===== config.mk =====
export PLATFORM = sky130hd
export DESIGN_NAME = fp_unit_arbiter
export DESIGN_NICKNAME = d
export VERILOG_FILES = /design/src/rtl/fp_unit_arbiter.sv
export SDC_FILE = /design/constraint.sdc
export NUM_CORES = 1
export LEC_CHECK = 0
export CAP_MARGIN = 30
export CORE_AREA = 5 5 453 455
export CTS_CLUSTER_DIAMETER = 30
export DETAILED_ROUTE_END_ITERATION = 6
export DIE_AREA = 0 0 458 460
export GPL_TIMING_DRIVEN = 0
export RECOVER_POWER = 50
export SLEW_MARGIN = 40
export SYNTH_ARGS = -nofsm -noshare
export SYNTH_HDL_FRONTEND = slang
export SYNTH_SLANG_ARGS = --single-unit

===== constraint.sdc =====
create_clock -name clk -period 3 [get_ports clk]
set_clock_uncertainty 0.1 [all_clocks]
set_input_delay 0.6 -clock clk [delete_from_list [all_inputs] [get_ports clk]]
set_output_delay 0.6 -clock clk [all_outputs]
set_load 0.03 [all_outputs]

===== src/rtl/fp_unit_arbiter.sv =====
// fp_unit_arbiter: lets N_REQ CMU requesters share one FP adder and one FP
// multiplier. Each unit has its own round-robin controller. Results go back
// to the requester that owns the operation. A requester may have only one
// operation in flight at a time.
module fp_unit_arbiter #(
  parameter int DBL_WIDTH = 64,
  parameter int N_REQ     = 4
) (
  input  logic                       clk,
  input  logic                       rst_n,
  input  logic [N_REQ-1:0]           req_valid,
  input  logic [N_REQ-1:0]           req_op,
  input  logic [N_REQ*DBL_WIDTH-1:0] req_a,
  input  logic [N_REQ*DBL_WIDTH-1:0] req_b,
  output logic [N_REQ-1:0]           req_gnt,
  output logic [N_REQ-1:0]           rsp_valid,
  output logic [N_REQ*DBL_WIDTH-1:0] rsp_data,
  output logic                       add_go,
  output logic                       mul_go,
  input  logic                       add_ready,
  input  logic                       mul_ready,
  input  logic                       add_finish,
  input  logic                       mul_finish,
  output logic [DBL_WIDTH-1:0]       add_a,
  output logic [DBL_WIDTH-1:0]       add_b,
  output logic [DBL_WIDTH-1:0]       mul_a,
  output logic [DBL_WIDTH-1:0]       mul_b,
  input  logic [DBL_WIDTH-1:0]       add_r,
  input  logic [DBL_WIDTH-1:0]       mul_r,
  output logic                       err_spurious
);

  localparam int IDX_W = (N_REQ > 1) ? $clog2(N_REQ) : 1;

  typedef enum logic {U_IDLE, U_BUSY} unit_state_t;

  unit_state_t      add_state, mul_state;
  logic [IDX_W-1:0] add_owner, mul_owner;
  logic [IDX_W-1:0] add_rr, mul_rr;
  logic [N_REQ-1:0] outstanding;

  logic [N_REQ-1:0] add_elig, mul_elig;
  logic [IDX_W-1:0] add_win, mul_win;
  logic             add_issue, mul_issue;
  logic             add_done, mul_done;
  logic [N_REQ-1:0] gnt_next, rsp_next, outstanding_next;

  // First eligible index at or after ptr, wrapping modulo N_REQ. The scan
  // runs from the farthest offset down, so the nearest hit is the one kept.
  function automatic logic [IDX_W-1:0] rr_pick(input logic [N_REQ-1:0] elig,
                                               input logic [IDX_W-1:0] ptr);
    logic [IDX_W-1:0] win;
    int               idx;
    win = '0;
    for (int k = N_REQ - 1; k >= 0; k--) begin
      idx = (int'(ptr) + k) % N_REQ;
      if (elig[idx]) win = IDX_W'(idx);
    end
    return win;
  endfunction

  // Pointer to the slot just after the winner, wrapping to 0.
  function automatic logic [IDX_W-1:0] rr_after(input logic [IDX_W-1:0] win);
    return (win == IDX_W'(N_REQ - 1)) ? '0 : win + 1'b1;
  endfunction

  // Work out eligibility, the winners, the issue and completion events, and
  // the next grant, response and outstanding vectors.
  always_comb begin
    add_elig  = req_valid & ~req_op & ~outstanding;
    mul_elig  = req_valid &  req_op & ~outstanding;
    add_win   = rr_pick(add_elig, add_rr);
    mul_win   = rr_pick(mul_elig, mul_rr);
    add_issue = (add_state == U_IDLE) && add_ready && (|add_elig);
    mul_issue = (mul_state == U_IDLE) && mul_ready && (|mul_elig);
    add_done  = (add_state == U_BUSY) && add_finish;
    mul_done  = (mul_state == U_BUSY) && mul_finish;
    gnt_next  = '0;
    rsp_next  = '0;
    if (add_issue) gnt_next[add_win]   = 1'b1;
    if (mul_issue) gnt_next[mul_win]   = 1'b1;
    if (add_done)  rsp_next[add_owner] = 1'b1;
    if (mul_done)  rsp_next[mul_owner] = 1'b1;
    outstanding_next = (outstanding & ~rsp_next) | gnt_next;
  end

  // Adder controller. It issues to the round-robin winner, then waits for
  // the unit to finish.
  always_ff @(posedge clk or negedge rst_n) begin
    if (!rst_n) begin
      add_state <= U_IDLE;
      add_owner <= '0;
      add_rr    <= '0;
      add_go    <= 1'b0;
      add_a     <= '0;
      add_b     <= '0;
    end else begin
      add_go <= add_issue;
      case (add_state)
        U_IDLE: begin
          if (add_issue) begin
            add_a     <= req_a[add_win*DBL_WIDTH +: DBL_WIDTH];
            add_b     <= req_b[add_win*DBL_WIDTH +: DBL_WIDTH];
            add_owner <= add_win;
            add_rr    <= rr_after(add_win);
            add_state <= U_BUSY;
          end
        end
        U_BUSY: begin
          if (add_finish) add_state <= U_IDLE;
        end
        default: add_state <= U_IDLE;
      endcase
    end
  end

  // Multiplier controller. It behaves the same way as the adder controller.
  always_ff @(posedge clk or negedge rst_n) begin
    if (!rst_n) begin
      mul_state <= U_IDLE;
      mul_owner <= '0;
      mul_rr    <= '0;
      mul_go    <= 1'b0;
      mul_a     <= '0;
      mul_b     <= '0;
    end else begin
      mul_go <= mul_issue;
      case (mul_state)
        U_IDLE: begin
          if (mul_issue) begin
            mul_a     <= req_a[mul_win*DBL_WIDTH +: DBL_WIDTH];
            mul_b     <= req_b[mul_win*DBL_WIDTH +: DBL_WIDTH];
            mul_owner <= mul_win;
            mul_rr    <= rr_after(mul_win);
            mul_state <= U_BUSY;
          end
        end
        U_BUSY: begin
          if (mul_finish) mul_state <= U_IDLE;
        end
        default: mul_state <= U_IDLE;
      endcase
    end
  end

  // Requester-side state is shared by both units: grant and response pulses,
  // the outstanding mask, result slots and the sticky spurious-finish flag.
  always_ff @(posedge clk or negedge rst_n) begin
    if (!rst_n) begin
      req_gnt      <= '0;
      rsp_valid    <= '0;
      outstanding  <= '0;
      rsp_data     <= '0;
      err_spurious <= 1'b0;
    end else begin
      req_gnt     <= gnt_next;
      rsp_valid   <= rsp_next;
      outstanding <= outstanding_next;
      if (add_done) rsp_data[add_owner*DBL_WIDTH +: DBL_WIDTH] <= add_r;
      if (mul_done) rsp_data[mul_owner*DBL_WIDTH +: DBL_WIDTH] <= mul_r;
      if (((add_state == U_IDLE) && add_finish) ||
          ((mul_state == U_IDLE) && mul_finish))
        err_spurious <= 1'b1;
    end
  end

endmodule


# Word-level counts from Yosys, hierarchy flattened

Index checks and enable logic that the tools add are counted.

Register bits: 537
Output and inout bits: 523
Word-level logic and storage cells: 149

Add/subtract/negate cells: 10
Order comparisons: 16
Equality and inequality tests: 2
Shift operators: 8
Multiplexer cells: 54
Bitwise operators: 19
Reduce and logical (&&, ||, !) cells: 23

Operators by type and width:

| operator                                                                             | count |
|---|---|
| 256-bit by 9-bit variable part select with 64-bit output                             | 4 |
| 256-bit bitwise mux                                                                  | 2 |
| 256-bit two-way mux                                                                  | 2 |
| 64-bit by 34-bit variable shift with 256-bit output (first input constant)           | 2 |
| 64-bit by 34-bit variable part select with 256-bit output                            | 2 |
| 8-bit negator with 34-bit output                                                     | 2 |
| 3-bit by 4-bit less-than comparator with 1-bit output (second input constant)        | 6 |
| 1-bit two-way mux                                                                    | 22 |
| 4-bit AND                                                                            | 5 |
| 2-bit two-way mux                                                                    | 10 |
| 2-bit by 3-bit less-than comparator with 1-bit output (second input constant)        | 6 |
| 1-bit binary-select mux with 2-bit select                                            | 8 |
| 4-bit two-way mux                                                                    | 4 |
| 1-bit logical AND                                                                    | 12 |
| 4-bit inverter                                                                       | 3 |
| 4-bit bitwise OR                                                                     | 3 |
| 2-bit OR reduction                                                                   | 6 |
| 2-bit by 1-bit adder with 2-bit output (second input constant)                       | 4 |
| 2-bit adder (second input constant)                                                  | 4 |
| 1-bit demux with 2-bit select                                                        | 4 |
| 2-bit by 1-bit greater-or-equal comparator with 1-bit output (second input constant) | 4 |
| 4-bit OR reduction                                                                   | 2 |
| 1-bit AND (first input constant)                                                     | 6 |
| 2-bit equality test (second input constant)                                          | 2 |
| 4 further kinds                                                                      | 7 |

# Depth between registers and ports, before layout

Depth in word-level cells: 18
Mapped depth: 11

# Worst setup path before layout

Ideal clock, no wire load.

Kind: input port to flip-flop
Start: input port req_op[1]
End: register outstanding[2]
Setup time: 120 ps
Data arrival time: 2390 ps
Required time: 2780 ps
Slack: 390 ps
Cell stages on the path: 9
Path through: or3b_2 -> nand3_1 -> and3_4 -> inv_2 -> buf_8 -> buf_6 -> ha_1 -> a22o_1 -> a31o_2

Cells in the longest elaborated chain, start to end: 18
Elaborated cells on any way between the ends: 53

Ends and longest elaborated chain:

| what                                                                                                                                                               | RTL line | RTL |
|---|---|---|
| start, declared                                                                                                                                                    | 12       | `input logic [N_REQ-1:0] req_op,` |
| 4-bit inverter                                                                                                                                                     | 70       | `add_elig = req_valid & ~req_op & ~outstanding;` |
| 4-bit AND (2 in series)                                                                                                                                            | 70       |  |
| 1-bit binary-select mux with 2-bit select                                                                                                                          | 57       | `if (elig[idx]) win = IDX_W'(idx);` |
| 1-bit two-way mux (not written as such) (2 in series)                                                                                                              | 57       |  |
| 2-bit two-way mux (4 in series)                                                                                                                                    | 57       |  |
| 2-bit by 3-bit less-than comparator with 1-bit output (not written as such) / 2-bit by 1-bit greater-or-equal comparator with 1-bit output (equally long branches) | 80       | `if (add_issue) gnt_next[add_win] = 1'b1;` |
| 1-bit logical AND (not written as such)                                                                                                                            | 80       |  |
| 1-bit two-way mux (not written as such)                                                                                                                            | 80       |  |
| 1-bit demux with 2-bit select                                                                                                                                      | 80       |  |
| 4-bit two-way mux                                                                                                                                                  | 80       |  |
| 4-bit bitwise OR (no line)                                                                                                                                         | --       |  |
| 4-bit two-way mux *                                                                                                                                                | 81       | `if (mul_issue) gnt_next[mul_win] = 1'b1;` |
| via gnt_next[2]                                                                                                                                                    | 46       | `logic [N_REQ-1:0] gnt_next, rsp_next, outstanding_next;` |
| 4-bit bitwise OR *                                                                                                                                                 | 84       | `outstanding_next = (outstanding & ~rsp_next) \| gnt_next;` |
| via outstanding_next[2]                                                                                                                                            | 46       |  |
| end signal, assigned                                                                                                                                               | 158      | `outstanding <= outstanding_next;` |
| end, declared                                                                                                                                                      | 40       | `logic [N_REQ-1:0] outstanding;` |

The timed path passes the listed nets; every way through them passes the cells marked *. The select of a mux whose other input is x is not followed.
A chain may end at the register's enable or synchronous reset.

# Final worst setup path

Start: register outstanding[3]
End: register add_b[57]

Cells in the longest elaborated chain, start to end: 10
Elaborated cells on any way between the ends: 21

Ends and longest elaborated chain:

| what                                                     | RTL line | RTL |
|---|---|---|
| 4-bit inverter *                                         | 70       |  |
| 4-bit AND *                                              | 70       |  |
| 1-bit binary-select mux with 2-bit select                | 57       |  |
| 1-bit two-way mux (not written as such) (2 in series)    | 57       |  |
| 2-bit two-way mux (4 in series)                          | 57       |  |
| 256-bit by 9-bit variable part select with 64-bit output | 103      | `add_b <= req_b[add_win*DBL_WIDTH +: DBL_WIDTH];` |
| end signal, assigned                                     | 103      |  |
| end, declared                                            | 25       | `output logic [DBL_WIDTH-1:0] add_b,` |

Mark *: on every way between the ends. The rest lies on a longest branch, timed or not. The select of a mux whose other input is x is not followed.

==> reports/metrics.json <==
{
  "global_routing": {
    "grt_overflow_total": 0,
    "grt_first_pass_wirelength_microns": 319000,
    "grt_start_max_net_pins": 95,
    "global_route.usage.total_pct": 21.5,
    "vias_in_the_first_global_route": 37500,
    "antenna_found_initial": 109
  },
  "yosys": {
    "netlist_instances": 3463,
    "main_synth_ff_type": "sky130_fd_sc_hd__dfrtp_1",
    "synth_seq_cells": 537,
    "postSynthAreaPerCell_sq_um": 8.93,
    "synth.distinct_cells": 57,
    "synth-async-reset-ratio_pct": 100,
    "yosysTopAreaCell": "sky130_fd_sc_hd__dfrtp_1",
    "post_synth_main_area_contributors": "sky130_fd_sc_hd__dfrtp_1, sky130_fd_sc_hd__mux2i_1, sky130_fd_sc_hd__a211oi_1",
    "synth.yosys.seq_area_share_pct": 43.4,
    "synth_largest_type_area_fraction_pct": 43.4,
    "netlist_area_sq_um": 30900,
    "ys_warn_count": 0,
    "number_of_flops_mapped_to_enable_cells_by_yosys": 0,
    "synthesis.nets": 4136
  },
  "placement": {
    "dpl_worst_slack_ns": -1.45,
    "dp_cells": 7333,
    "place.detailed.hpwl_microns": 194000,
    "globalplace.congestion": 0.967,
    "port_buffers": 1176
  },
  "worst_setup_path": {
    "critPathLaunchType": "flip-flop",
    "worst-endpoint-arrival_ns": 3.52,
    "cp-end-kind": "flip-flop",
    "critical-path-slowest-cell": "sky130_fd_sc_hd__or3_1",
    "setup.worst_path.class": "reg2reg",
    "worstPathRequired_ns": 3.53,
    "critical_path.max_stage_delay_ns": 0.46,
    "path_cells": "nor3b_4 -> nor2_1 -> or3_1 -> nand2_1 -> buf_4 -> clkbuf_1 -> o211ai_1",
    "worstPathMaxFanout": 10
  },
  "power_and_ir_drop": {
    "leakagePower_nw": 22.4,
    "ir_worst_vdd_mv": 0.507,
    "p_per_area_nw_per_um2": 1020
  },
  "clock_tree": {
    "worstSkewPairLatency_ns": 0.80,
    "clk_root_buffer_cell": "sky130_fd_sc_hd__clkbuf_16",
    "cts_num_sinks": 537,
    "htree_levels": 4,
    "max-clock-path-buffers": 3,
    "cts_buffers": 177,
    "cts.reportedPaths.clkPinSlew_ns": 0.04,
    "cts_tree": "built"
  },
  "sta": {
    "layout_min_cycle_time_ns": 2.98,
    "worst_setup_margin_ns": 0.0177,
    "clock.fmax_mhz": 335,
    "max-slew-margin-rel_pct": 2.78,
    "grt_setup_unrepaired": "yes",
    "worst_pin_slew_ns": 1.46,
    "fin_worst_hold_slack_ns": 0.150,
    "final-hold-violation-count": 0,
    "final-max-slew-violation-count": 0,
    "final_critical_path_share_of_the_clock_period_pct": 99.4,
    "setup_viol_count_final": 0
  },
  "cells_and_area": {
    "finish.utilization_pct": 26.6,
    "num-fill-cells": 21400,
    "layoutNonFillerInstCount": 7710,
    "final_layout_size_suffix_gt1_share_pct": 11.7,
    "final_net_count": 5518,
    "most_frequent_cells_in_the_layout": "sky130_fd_sc_hd__clkdlybuf4s50_1, sky130_fd_sc_hd__dfrtp_1, sky130_fd_sc_hd__nand2_1",
    "final_common_cell": "sky130_fd_sc_hd__clkdlybuf4s50_1",
    "syn2layout_area_growth_pct": 72.8
  },
  "die": {
    "initial_core_utilization_pct": 15.4,
    "top_level_ports": 1177,
    "fp.coreArea_sq_um": 201000,
    "die_x_microns": 458,
    "fp-row-count": 165,
    "fp.dieH_microns": 460,
    "die_area_sq_um": 211000
  },
  "flow_run": {
    "max_cap_viol_count": 0
  },
  "drt": {
    "ant_nets": 0,
    "drtIter0Drc": 3553,
    "wl_microns": 238000,
    "drc_violation_count_after_routing": 0,
    "detail_route.first_pass.iterations": 6,
    "wire_per_inst_microns": 30.9,
    "detailroute.via_count": 37400,
    "vias_per_cell": 4.85
  },
  "status": {
    "run_status": "finished, final reports clean"
  },
  "worst_hold_path": {
    "hold_class": "in2async"
  }
}
-- through the flow --
step | power [mW] | area, sq um | setup TNS [ns]
floorplan | 23.0 | 30900 | 0
global placement | 34.6 | 46000 | -
detailed placement | 34.9 | 46600 | -377.76
CTS | 54.8 | 53200 | -0.0108
global route | 56.6 | 53400 | -0.0472
finish | 54.6 | 53400 | 0
-- cell usage after synthesis, types with 3 or more instances --
cell type / n
sky130_fd_sc_hd__a211oi_1: 256
sky130_fd_sc_hd__a21oi_1: 4
sky130_fd_sc_hd__a22oi_1: 256
sky130_fd_sc_hd__a31o_2: 3
sky130_fd_sc_hd__a31oi_1: 256
sky130_fd_sc_hd__and3_1: 7
sky130_fd_sc_hd__and4_1: 128
sky130_fd_sc_hd__buf_1: 9
sky130_fd_sc_hd__buf_2: 19
sky130_fd_sc_hd__buf_4: 12
sky130_fd_sc_hd__buf_6: 10
sky130_fd_sc_hd__clkbuf_1: 310
sky130_fd_sc_hd__dfrtp_1: 537
sky130_fd_sc_hd__ha_1: 19
sky130_fd_sc_hd__inv_1: 269
sky130_fd_sc_hd__inv_2: 4
sky130_fd_sc_hd__mux2i_1: 256
sky130_fd_sc_hd__nand2_1: 398
sky130_fd_sc_hd__nand3_1: 5
sky130_fd_sc_hd__nand3b_1: 4
sky130_fd_sc_hd__nor2_1: 134
sky130_fd_sc_hd__nor4_2: 3
sky130_fd_sc_hd__nor4bb_1: 3
sky130_fd_sc_hd__o211ai_1: 110
sky130_fd_sc_hd__o211ai_2: 18
sky130_fd_sc_hd__o21ai_0: 382
sky130_fd_sc_hd__o21ai_1: 9
-- where the power goes --
group / leakage [nW] / internal [mW] / switching [mW]
clock: 3.11 / 13.5 / 5.84
combinational: 12.5 / 8.63 / 14.6
sequential: 6.85 / 9.87 / 2.14
total: 22.4 / 32.0 / 22.6
-- per-layer routing --
metal	vias up	global-route usage (%)	share of wire, %
li1	15700	-	-
met1	18500	23.8	36
met2	2557	35.1	46
met3	639	7.21	9.9
met4	54	14.2	7.3
met5	-	0	0.15
-- layout make-up --
class | instances | area, sq um | area share (%)
diodes | 44 | 110 | 0.206
clock inverters | 78 | 1120 | 2.10
clock buffers | 250 | 5180 | 9.69
inverters | 273 | 1030 | 1.93
well taps | 2672 | 3340 | 6.26
multi-input cells | 2290 | 15100 | 28.3
plain buffers | 361 | 1750 | 3.27
repair buffers | 1205 | 12300 | 23.1
flip-flops and latches | 537 | 13400 | 25.2
-- timing repair --
item | CTS | global route
resized for setup | 91 | 141
pin swaps | 1 | 2
endpoints found under the setup margin | 380 | 416
endpoints found under the hold margin | 195 | 0
buffers inserted | 3 | 3
hold buffers | 1 | 0
-- worst max-delay path, delay by kind of cell (launching register included) --
| family | cells | cell delay, ns |
|---|---|---|
| AOI/OAI and AO/OA | 1 | 0.18 |
| buffers and inverters | 2 | 0.87 |
| DFF | 1 | 0.42 |
| and+or+nand+nor | 4 | 1.19 |
-- flip-flops by register name, summed over array words and instances (netlist names), 2 cells and up --
signal,flops
req_gnt,4
mul_b,64
outstanding,4
add_rr,2
add_owner,2
mul_a,64
add_a,64
mul_owner,2
add_b,64
mul_rr,2
rsp_valid,4
rsp_data,256
-- path summary, 6_finish.rpt --
path                                          start  depth (start not counted)  slack [ns]                 endpoint
setup / recovery           outstanding[3]$_DFF_PN0_                          7        0.02    add_b[57]$_DFFE_PN0P_
hold / removal                                rst_n                          2        0.15    add_a[32]$_DFFE_PN0P_
setup reg to reg           outstanding[3]$_DFF_PN0_                          7        0.02    add_b[57]$_DFFE_PN0P_
hold reg to reg               add_b[31]$_DFFE_PN0P_                          2        0.39    add_b[31]$_DFFE_PN0P_
max in group asynchronous                     rst_n                          6        0.35  rsp_data[116]$_DFF_PN0_
min in group clk              add_b[31]$_DFFE_PN0P_                          2        0.39    add_b[31]$_DFFE_PN0P_
-- logic make-up after synthesis --
group / share of synthesized area, %
AOI/OAI and AO/OA: 28.0
and+or+nand+nor: 11.3
buffers and inverters: 8.24
DFF: 43.4
muxes: 8.28
adders and majority gates: 0.769
Note: power is estimated with default switching activity, not from simulation.
